`src/rtl/pixie_pkg.sv`:
```
// Shared Pixie (CDP1861) timing constants and DMA state encoding.
// The front end and the display back end both import this package.
package pixie_pkg;

    localparam int CYCLES_PER_LINE    = 14;
    localparam int PIXELS_PER_LINE    = CYCLES_PER_LINE * 8;
    localparam int LINES_PER_FRAME    = 262;
    localparam int FIRST_DISPLAY_LINE = 80;
    localparam int DISPLAY_LINES      = 128;
    localparam int BYTES_PER_LINE     = 8;
    localparam int FB_BYTES           = DISPLAY_LINES * BYTES_PER_LINE;
    localparam int FB_ADDR_W          = $clog2(FB_BYTES);
    localparam int DMA_START_CYCLE    = 2;
    localparam int DMA_LAST_CYCLE     = 11;
    localparam int INT_LINES          = 2;
    localparam int EF_LINES           = 4;

    localparam int MCYCLE_W = 4;
    localparam int LINE_W   = 9;

    typedef logic [MCYCLE_W-1:0] mcycle_t;
    typedef logic [LINE_W-1:0]   line_t;

    localparam mcycle_t MCYCLE_LAST     = mcycle_t'(CYCLES_PER_LINE - 1);
    // The request register is loaded one cycle early so it reads 1 while mcycle is DMA_START_CYCLE.
    localparam mcycle_t DMA_ARM_CYCLE   = mcycle_t'(DMA_START_CYCLE - 1);
    localparam mcycle_t DMA_LAST_MCYCLE = mcycle_t'(DMA_LAST_CYCLE);
    localparam mcycle_t DMA_CLOSE_CYCLE = mcycle_t'(DMA_LAST_CYCLE + 1);

    localparam line_t LINE_LAST    = line_t'(LINES_PER_FRAME - 1);
    localparam line_t DISP_FIRST   = line_t'(FIRST_DISPLAY_LINE);
    localparam line_t DISP_LAST    = line_t'(FIRST_DISPLAY_LINE + DISPLAY_LINES - 1);
    localparam line_t EF_TOP_FIRST = line_t'(FIRST_DISPLAY_LINE - EF_LINES);
    localparam line_t EF_BOT_FIRST = line_t'(FIRST_DISPLAY_LINE + DISPLAY_LINES - EF_LINES);
    localparam line_t INT_FIRST    = line_t'(FIRST_DISPLAY_LINE - INT_LINES);

    localparam logic [3:0] BYTE_LAST = 4'(BYTES_PER_LINE - 1);

    typedef enum logic [1:0] {
        IDLE,
        REQ,
        DONE
    } dma_state_t;

endpackage

```
`src/rtl/pixie_cycle_counter.sv`:
```
// Machine-cycle and scan-line counters with the frame-relative timing windows
// (EFx, interrupt, display lines) derived from the current line.
module pixie_cycle_counter
    import pixie_pkg::*;
(
    input  logic                clk,
    input  logic                reset_n,
    input  logic                ce,
    output logic [MCYCLE_W-1:0] mcycle,
    output logic [LINE_W-1:0]   line,
    output logic                line_end,
    output logic                frame_start,
    output logic                ef_window,
    output logic                int_window,
    output logic                display_line
);

    assign line_end = ce && (mcycle == MCYCLE_LAST);

    always_ff @(posedge clk) begin
        if (!reset_n) begin
            mcycle      <= '0;
            line        <= '0;
            frame_start <= 1'b0;
        end else begin
            frame_start <= 1'b0;
            if (ce) begin
                if (mcycle == MCYCLE_LAST) begin
                    mcycle <= '0;
                    if (line == LINE_LAST) begin
                        line        <= '0;
                        frame_start <= 1'b1;
                    end else begin
                        line <= line + 1'b1;
                    end
                end else begin
                    mcycle <= mcycle + 1'b1;
                end
            end
        end
    end

    assign ef_window    = ((line >= EF_TOP_FIRST) && (line < DISP_FIRST)) ||
                          ((line >= EF_BOT_FIRST) && (line <= DISP_LAST));
    assign int_window   = (line >= INT_FIRST) && (line < DISP_FIRST);
    assign display_line = (line >= DISP_FIRST) && (line <= DISP_LAST);

endmodule

```
`src/rtl/pixie_dp_front_end.sv`:
```
// CPU-facing half of the dual-port Pixie: frame timing toward the 1802
// (DMA-out requests, interrupt, EFx) and the framebuffer write port.
module pixie_dp_front_end
    import pixie_pkg::*;
(
    input  logic                 clk,
    input  logic                 reset_n,
    input  logic                 ce,
    input  logic                 disp_on,
    input  logic                 disp_off,
    input  logic                 dma_ack,
    input  logic [7:0]           cpu_data,
    output logic                 dma_out_req,
    output logic                 int_n,
    output logic                 efx,
    output logic                 fb_wr_en,
    output logic [FB_ADDR_W-1:0] fb_addr,
    output logic [7:0]           fb_data,
    output logic                 frame_start
);

    logic [MCYCLE_W-1:0] mcycle;
    logic [LINE_W-1:0]   line;
    logic                line_end;
    logic                ef_window;
    logic                int_window;
    logic                display_line;

    logic                pending;
    logic                pending_next;
    logic                enabled;
    logic [3:0]          byte_idx;
    logic [6:0]          line_offset;
    logic                accept;
    dma_state_t          state;
    dma_state_t          state_next;

    pixie_cycle_counter u_counter (
        .clk          (clk),
        .reset_n      (reset_n),
        .ce           (ce),
        .mcycle       (mcycle),
        .line         (line),
        .line_end     (line_end),
        .frame_start  (frame_start),
        .ef_window    (ef_window),
        .int_window   (int_window),
        .display_line (display_line)
    );

    always_comb begin
        pending_next = pending;
        if (disp_on)  pending_next = 1'b1;
        if (disp_off) pending_next = 1'b0;
    end

    // enabled only changes across a line boundary so every line runs under one state
    always_ff @(posedge clk) begin
        if (!reset_n) begin
            pending <= 1'b0;
            enabled <= 1'b0;
        end else if (ce) begin
            pending <= pending_next;
            if (line_end) enabled <= pending_next;
        end
    end

    assign line_offset = 7'(line - DISP_FIRST);
    assign accept      = ce && (state == REQ) && dma_ack && (mcycle <= DMA_LAST_MCYCLE);

    always_comb begin
        state_next = state;
        case (state)
            IDLE: if (ce && (mcycle == DMA_ARM_CYCLE) && display_line && enabled)
                      state_next = REQ;
            REQ:  if ((accept && (byte_idx == BYTE_LAST)) ||
                      (ce && (mcycle == DMA_CLOSE_CYCLE)))
                      state_next = DONE;
            DONE: if (line_end) state_next = IDLE;
            default: state_next = IDLE;
        endcase
    end

    always_ff @(posedge clk) begin
        if (!reset_n) begin
            state    <= IDLE;
            byte_idx <= '0;
            fb_wr_en <= 1'b0;
            fb_addr  <= '0;
            fb_data  <= '0;
        end else begin
            state    <= state_next;
            fb_wr_en <= accept;
            if (accept) begin
                fb_addr  <= {line_offset, byte_idx[2:0]};
                fb_data  <= cpu_data;
                byte_idx <= byte_idx + 1'b1;
            end else if (line_end) begin
                byte_idx <= '0;
            end
        end
    end

    assign dma_out_req = (state == REQ);
    assign int_n       = !(enabled && int_window);
    assign efx         = ef_window;

endmodule

```
`config.mk`:
```
export PLATFORM = sky130hd
export DESIGN_NAME = pixie_dp_front_end
export DESIGN_NICKNAME = d
export VERILOG_FILES = /design/src/rtl/pixie_pkg.sv /design/src/rtl/pixie_cycle_counter.sv /design/src/rtl/pixie_dp_front_end.sv
export SDC_FILE = /design/constraint.sdc
export NUM_CORES = 1
export LEC_CHECK = 0
export ABC_CLOCK_PERIOD_IN_PS = 2500
export BUFFER_PORTS_ARGS = -buffer_cell sky130_fd_sc_hd__buf_2
export CORE_MARGIN = 2
export CORE_UTILIZATION = 58
export DETAILED_ROUTE_END_ITERATION = 6
export PLACE_DENSITY = 0.82
export SYNTH_ARGS = -nofsm -noshare
export SYNTH_HDL_FRONTEND = slang
export SYNTH_SLANG_ARGS = --single-unit
```
`constraint.sdc`:
```
create_clock -name clk -period 2.5 [get_ports clk]
set_input_delay 0.5 -clock clk [delete_from_list [all_inputs] [get_ports clk]]
set_output_delay 0.5 -clock clk [all_outputs]
set_load 0.1 [all_outputs]
```
# == Yosys cells after proc, flatten, opt, wreduce, memory -nomap -nowiden ==
# Index checks and enable logic that the tools add are counted.
# totals
ff_bits,41
input_bits,14
out_inout_bits,23
# classes
add_sub_neg,4
magnitude_cmp,7
eq_ne,10
n_mux,11
n_reduce_logical,23
# op_table
cell,n
$ge A9 B7 Y1 const B,3
$logic_and A1 B1 Y1,14
$mux W4,3
$add A9 B1 Y9 const B,1
$eq A9 B9 Y1 const B,1
$ge A9 B8 Y1 const B,1
$le A9 B8 Y1 const B,1
$lt A9 B7 Y1 const B,1
$mux W9,1
$add A4 B1 Y4 const B,2
$eq A4 B4 Y1 const B,2
$sub A7 B7 Y7 const B,1
$mux W2,3
$pmux W2 S3,1
$reduce_and A3 Y1,2
$eq A4 B1 Y1 const B,1
$eq A4 B3 Y1 const B,1
$le A4 B4 Y1 const B,1
$ne A2 B2 Y1 const B,2
$reduce_and A2 Y1,2
$mux W1,3
$eq A2 B1 Y1 const B,1
$eq A2 B2 Y1 const B,1
$logic_not A2 Y1,1
4 further kinds,5

# == Depth between registers and ports, before layout ==
# logic_depth
ltp_word,8
depth_mapped,8

# == Hierarchy ==
# Synthesis repeated with hierarchy kept, for this count alone.
# unflattened
hier_cells,231
hier_area_um2,2004.4
# by_module_without_submodules
mod,instances,cells_each,area_per_inst_um2,seq_area_each_um2
pixie_dp_front_end,1,140,1206.2,540.5
pixie_cycle_counter,1,91,798.3,280.3

# == Least setup slack after synthesis ==
# Ideal clock, no wire load.
# synth_path
path_kind,register -> register
from,reg state[0]
to,reg state[1]
arrival_time_ns,2.390
required_time_ns,2.368
setup_slack_ns,-0.022
stages_incl_launch_ff,5
period_less_slack_ns,2.522
path_cell_list,dfxtp_1 -> nor2b_1 -> o21ai_0 -> a41oi_1 -> nor3_1
# synth_between
elab_chain_cells,8
word_cells_on_any_way,13
classes_between,5 x eq/ne; 1 x mux; 7 x reduce/logical
# synth_lines
item,line,source
start: declaration,pixie_dp_front_end.sv:35,dma_state_t state;
start signal: assignment,pixie_dp_front_end.sv:92,state <= state_next;
$eq A2 B1 Y1 *,-,
named net dma_out_req,pixie_dp_front_end.sv:13,"output logic dma_out_req,"
$logic_and A1 B1 Y1 (3 in a row),pixie_dp_front_end.sv:69,assign accept = ce && (state == REQ) && dma_ack && (mcycle <= DMA_LAST_MCYCLE);
$logic_and A1 B1 Y1,pixie_dp_front_end.sv:76,REQ: if ((accept && (byte_idx == BYTE_LAST)) ||
$logic_or A1 B1 Y1,pixie_dp_front_end.sv:76,
$ne A2 B1 Y1 (no line),-,
$reduce_and A3 Y1 (no line),-,
# The timed path passes the listed nets; every way through them passes the cells marked *.
# A chain may end at the register's enable or synchronous reset.

# == Final worst setup path ==
# layout_path
from,reg u_counter.line[0]
to,out efx
# layout_between
elab_chain_cells,3
word_cells_on_any_way,7
classes_between,4 x order compare; 3 x reduce/logical
# layout_lines
item,line,source
start: declaration,pixie_cycle_counter.sv:10,"output logic [LINE_W-1:0] line,"
start signal: assignment,pixie_cycle_counter.sv:34,line <= line + 1'b1;
$ge A9 B7 Y1 (tied with other cells),pixie_cycle_counter.sv:43,assign ef_window = ((line >= EF_TOP_FIRST) && (line < DISP_FIRST)) ||
"$logic_and A1 B1 Y1, on equally long branches","pixie_cycle_counter.sv:43, pixie_cycle_counter.sv:44",
$logic_or A1 B1 Y1 *,pixie_cycle_counter.sv:43,
end: declaration,pixie_dp_front_end.sv:15,"output logic efx,"
# Mark *: on every way between the ends. The rest lies on a longest branch, timed or not.

==> results.toml <==
[outcome]
status = "completed"

[cts]
cts_buffers = 5
htree_levels = 2
clk_pin_slew_ns = 0.11
clk_path_buf_depth = 2
cts_tree = "yes"
root_buffer = "clkbuf_4"
postCtsSetupRepairBufs = 0
clock_latency_ns = 0.36
cts_sinks = 41

[detailed_routing]
ant_nets = 0
wire_per_inst_um = 12.7
first_pass_iters = 4
drc_errors = 0
first_iter_violations = 91
via_per_inst = 5.41
vias = 1684
wl_um = 3940

[sta]
setup_tns_ns = 0
hold_viol_final = 0
final_max_slew_viol_count = 0
worstMarginPinSlew_ns = 0.492
clock.fmax_mhz = 421
finClkSkew_ns = 0.00996
rsz0062_at_grt = "false"
fin_crit_ns = 2.38
relSlewSlack = 0.674
fin_crit_sh = 0.950
setup_violations = 0

[critical_path]
required_ns = 2.00
max_stage_delay_ns = 0.52
crit_path_top_delay_cell = "dfxtp_1"
worstSetupPathType = "reg -> out"
cp.arrival_ns = 1.88
path_cells = "ha_1 -> and3_1 -> a22o_1 -> a21o_1 -> buf_4"
worstPathMaxFanout = 8
reg2reg_depth = 5
worstSetupStartpointType = "register"
worstSetupEndpointType = "primary output"

[logic_synthesis]
yosys_warnings = 0
synth_top_area_share = 0.433
synth_commonest_cells = "nand2_1 (45), dfxtp_1 (41), a21oi_1 (27), nor2_1 (22), nand3_1 (13)"
synthFlopType = "dfxtp_1"
synth_area_leader_cell = "dfxtp_1"
netlist_instances = 233
synth_edf_count = 0
synth_area_sq_um = 1900
synth_nets = 254
yosysMostFrequentCell = "nand2_1"
avgSynthCellArea_sq_um = 8.14
async_flop_share = 0
ys_ff_latch = 41
ys_seq_area_frac = 0.433
yosysUniqueCellTypes = 43
yosys-top-cells-area = "dfxtp_1 (43%), nand2_1 (8.9%), a21oi_1 (7.1%), ha_1 (4.6%), nor2_1 (4.4%)"

[global_routing]
grt-busiest-layer = "met2"
grt_use_met1 = 0.312
grt_antenna_before_repair = 0
grt_use_met2 = 0.363
grt_usage = 0.237
met3_usage = 0.0693
grt_max_degree = 22
grt_pass1_wl_um = 6520
grt_pass1_vias = 1429
gr-total-overflow = 0

[placed_design]
hpwl_um = 2790
io_buffer_count = 36
gp_congestion = 0.882

[floorplanning]
start_util = 0.616
rows = 20
dieArea_sq_um = 3740
dieHeight_um = 61.2
die_w_um = 61.2
core_sq_um = 3080
io-pin-count = 37

[power]
power.density_nw_per_um2 = 525
peakVddDrop_v = 0.000366
p_leak_nw = 0.879

[worst_hold_path]
hold_depth = 2
min_path_type = "in -> reg"

[layout]
antenna_cells = 0
fin_nets = 287
drive_gt1_frac = 0.206
post-route-util = 0.707
fillers = 273
area_growth_pct = 14.6

[flow_run]
cap_violations = 0
## per-layer routing
layer / share of wire / vias up
met5: 0 / -
met4: 0.018 / 0
met3: 0.055 / 9
met2: 0.46 / 45
met1: 0.47 / 768
li1: - / 862
## state kept, by name, indices dropped and copies added, names as in the netlist
register / count
fb_addr: 10
u_counter.line: 9
fb_data: 8
byte_idx: 4
u_counter.mcycle: 4
state: 2
enabled: 1
fb_wr_en: 1
pending: 1
u_counter.frame_start: 1
## power by group
group / switching (mW) / internal (mW)
Sequential: 0.00381 / 0.656
Combinational: 0.0221 / 0.0145
Clock: 0.207 / 0.239
Total: 0.233 / 0.909
## what timing repair did
item	4_1_cts	5_1_grt
hold buffers	0	0
gates resized for setup	1	2
endpoints found under the setup margin	1	1
pin swaps	0	0
hold endpoints to repair	0	0
## logic make-up (layout without fill, tap and decap cells)
| kind of cell | count (synthesis) | count (layout) | share of synthesized area |
|---|---|---|---|
| flip-flops | 41 | 41 | 0.433 |
| AND/OR/NAND/NOR | 111 | 111 | 0.285 |
| adder cells (fa/ha/maj) | 7 | 7 | 0.0462 |
| AO/OA/AOI/OAI | 45 | 45 | 0.139 |
| XOR/XNOR | 9 | 9 | 0.0416 |
| multiplexers | 1 | 1 | 0.00594 |
| buffers and inverters | 19 | 53 | 0.0495 |
## layout by cell type (no fill, tap or decap), drive strengths merged, types with 2 or more instances in the layout
cell type	count
a211oi	4
buf	39
and2	3
clkbuf	7
nand3	13
ha	7
nand4	2
inv	6
nor4	4
dfxtp	41
nand2	46
nand2b	2
nor2	23
a21oi	27
xnor2	7
xor2	2
o21ai	5
nand4b	3
nor2b	2
nor3	6
## critical path, delay by kind of cell, from the launching register on
family	cells	cell delay (ns)
DFF	1	0.52
buffers and inverters	1	0.28
AOI/OAI and AO/OA	2	0.27
adders and majority gates	1	0.24
and+or+nand+nor	1	0.21
## final timing paths
kind / start / endpoint / slack (ns)
setup reg to reg: u_counter.line[0] / u_counter.line[8] / 0.91
setup / recovery: u_counter.line[0] / efx / 0.12
hold reg to reg: fb_addr[9] / fb_addr[9] / 0.46
hold / removal: disp_off / pending / 0.33
## layout make-up
class                      instances  area [sq um]  area share
clock buffer                       7          55.1      0.0253
clock inverter                     1          30.0      0.0138
inverter                           6          22.5      0.0104
multi-input combinational        173           985       0.453
sequential                        41           822       0.378
tap                               44          55.1      0.0253
timing repair buffer              39           205      0.0944
## stage by stage
| stage | hold slack (ns) | total power, mW | area [sq um] | instances | setup WS, ns |
|---|---|---|---|---|---|
| floorplan | 0.446 | 0.696 | 1900 | 233 | 0.283 |
| global placement | 0.440 | 0.711 | 2090 | 303 | 0.440 |
| detailed placement | 0.443 | 0.712 | 2090 | 303 | 0.378 |
| CTS | 0.326 | 1.15 | 2170 | 311 | 0.00413 |
| global route | 0.319 | 1.19 | 2170 | 311 | 0.00181 |
| finish | 0.334 | 1.14 | 2170 | 311 | 0.125 |
(Power assumes the default switching activity.)
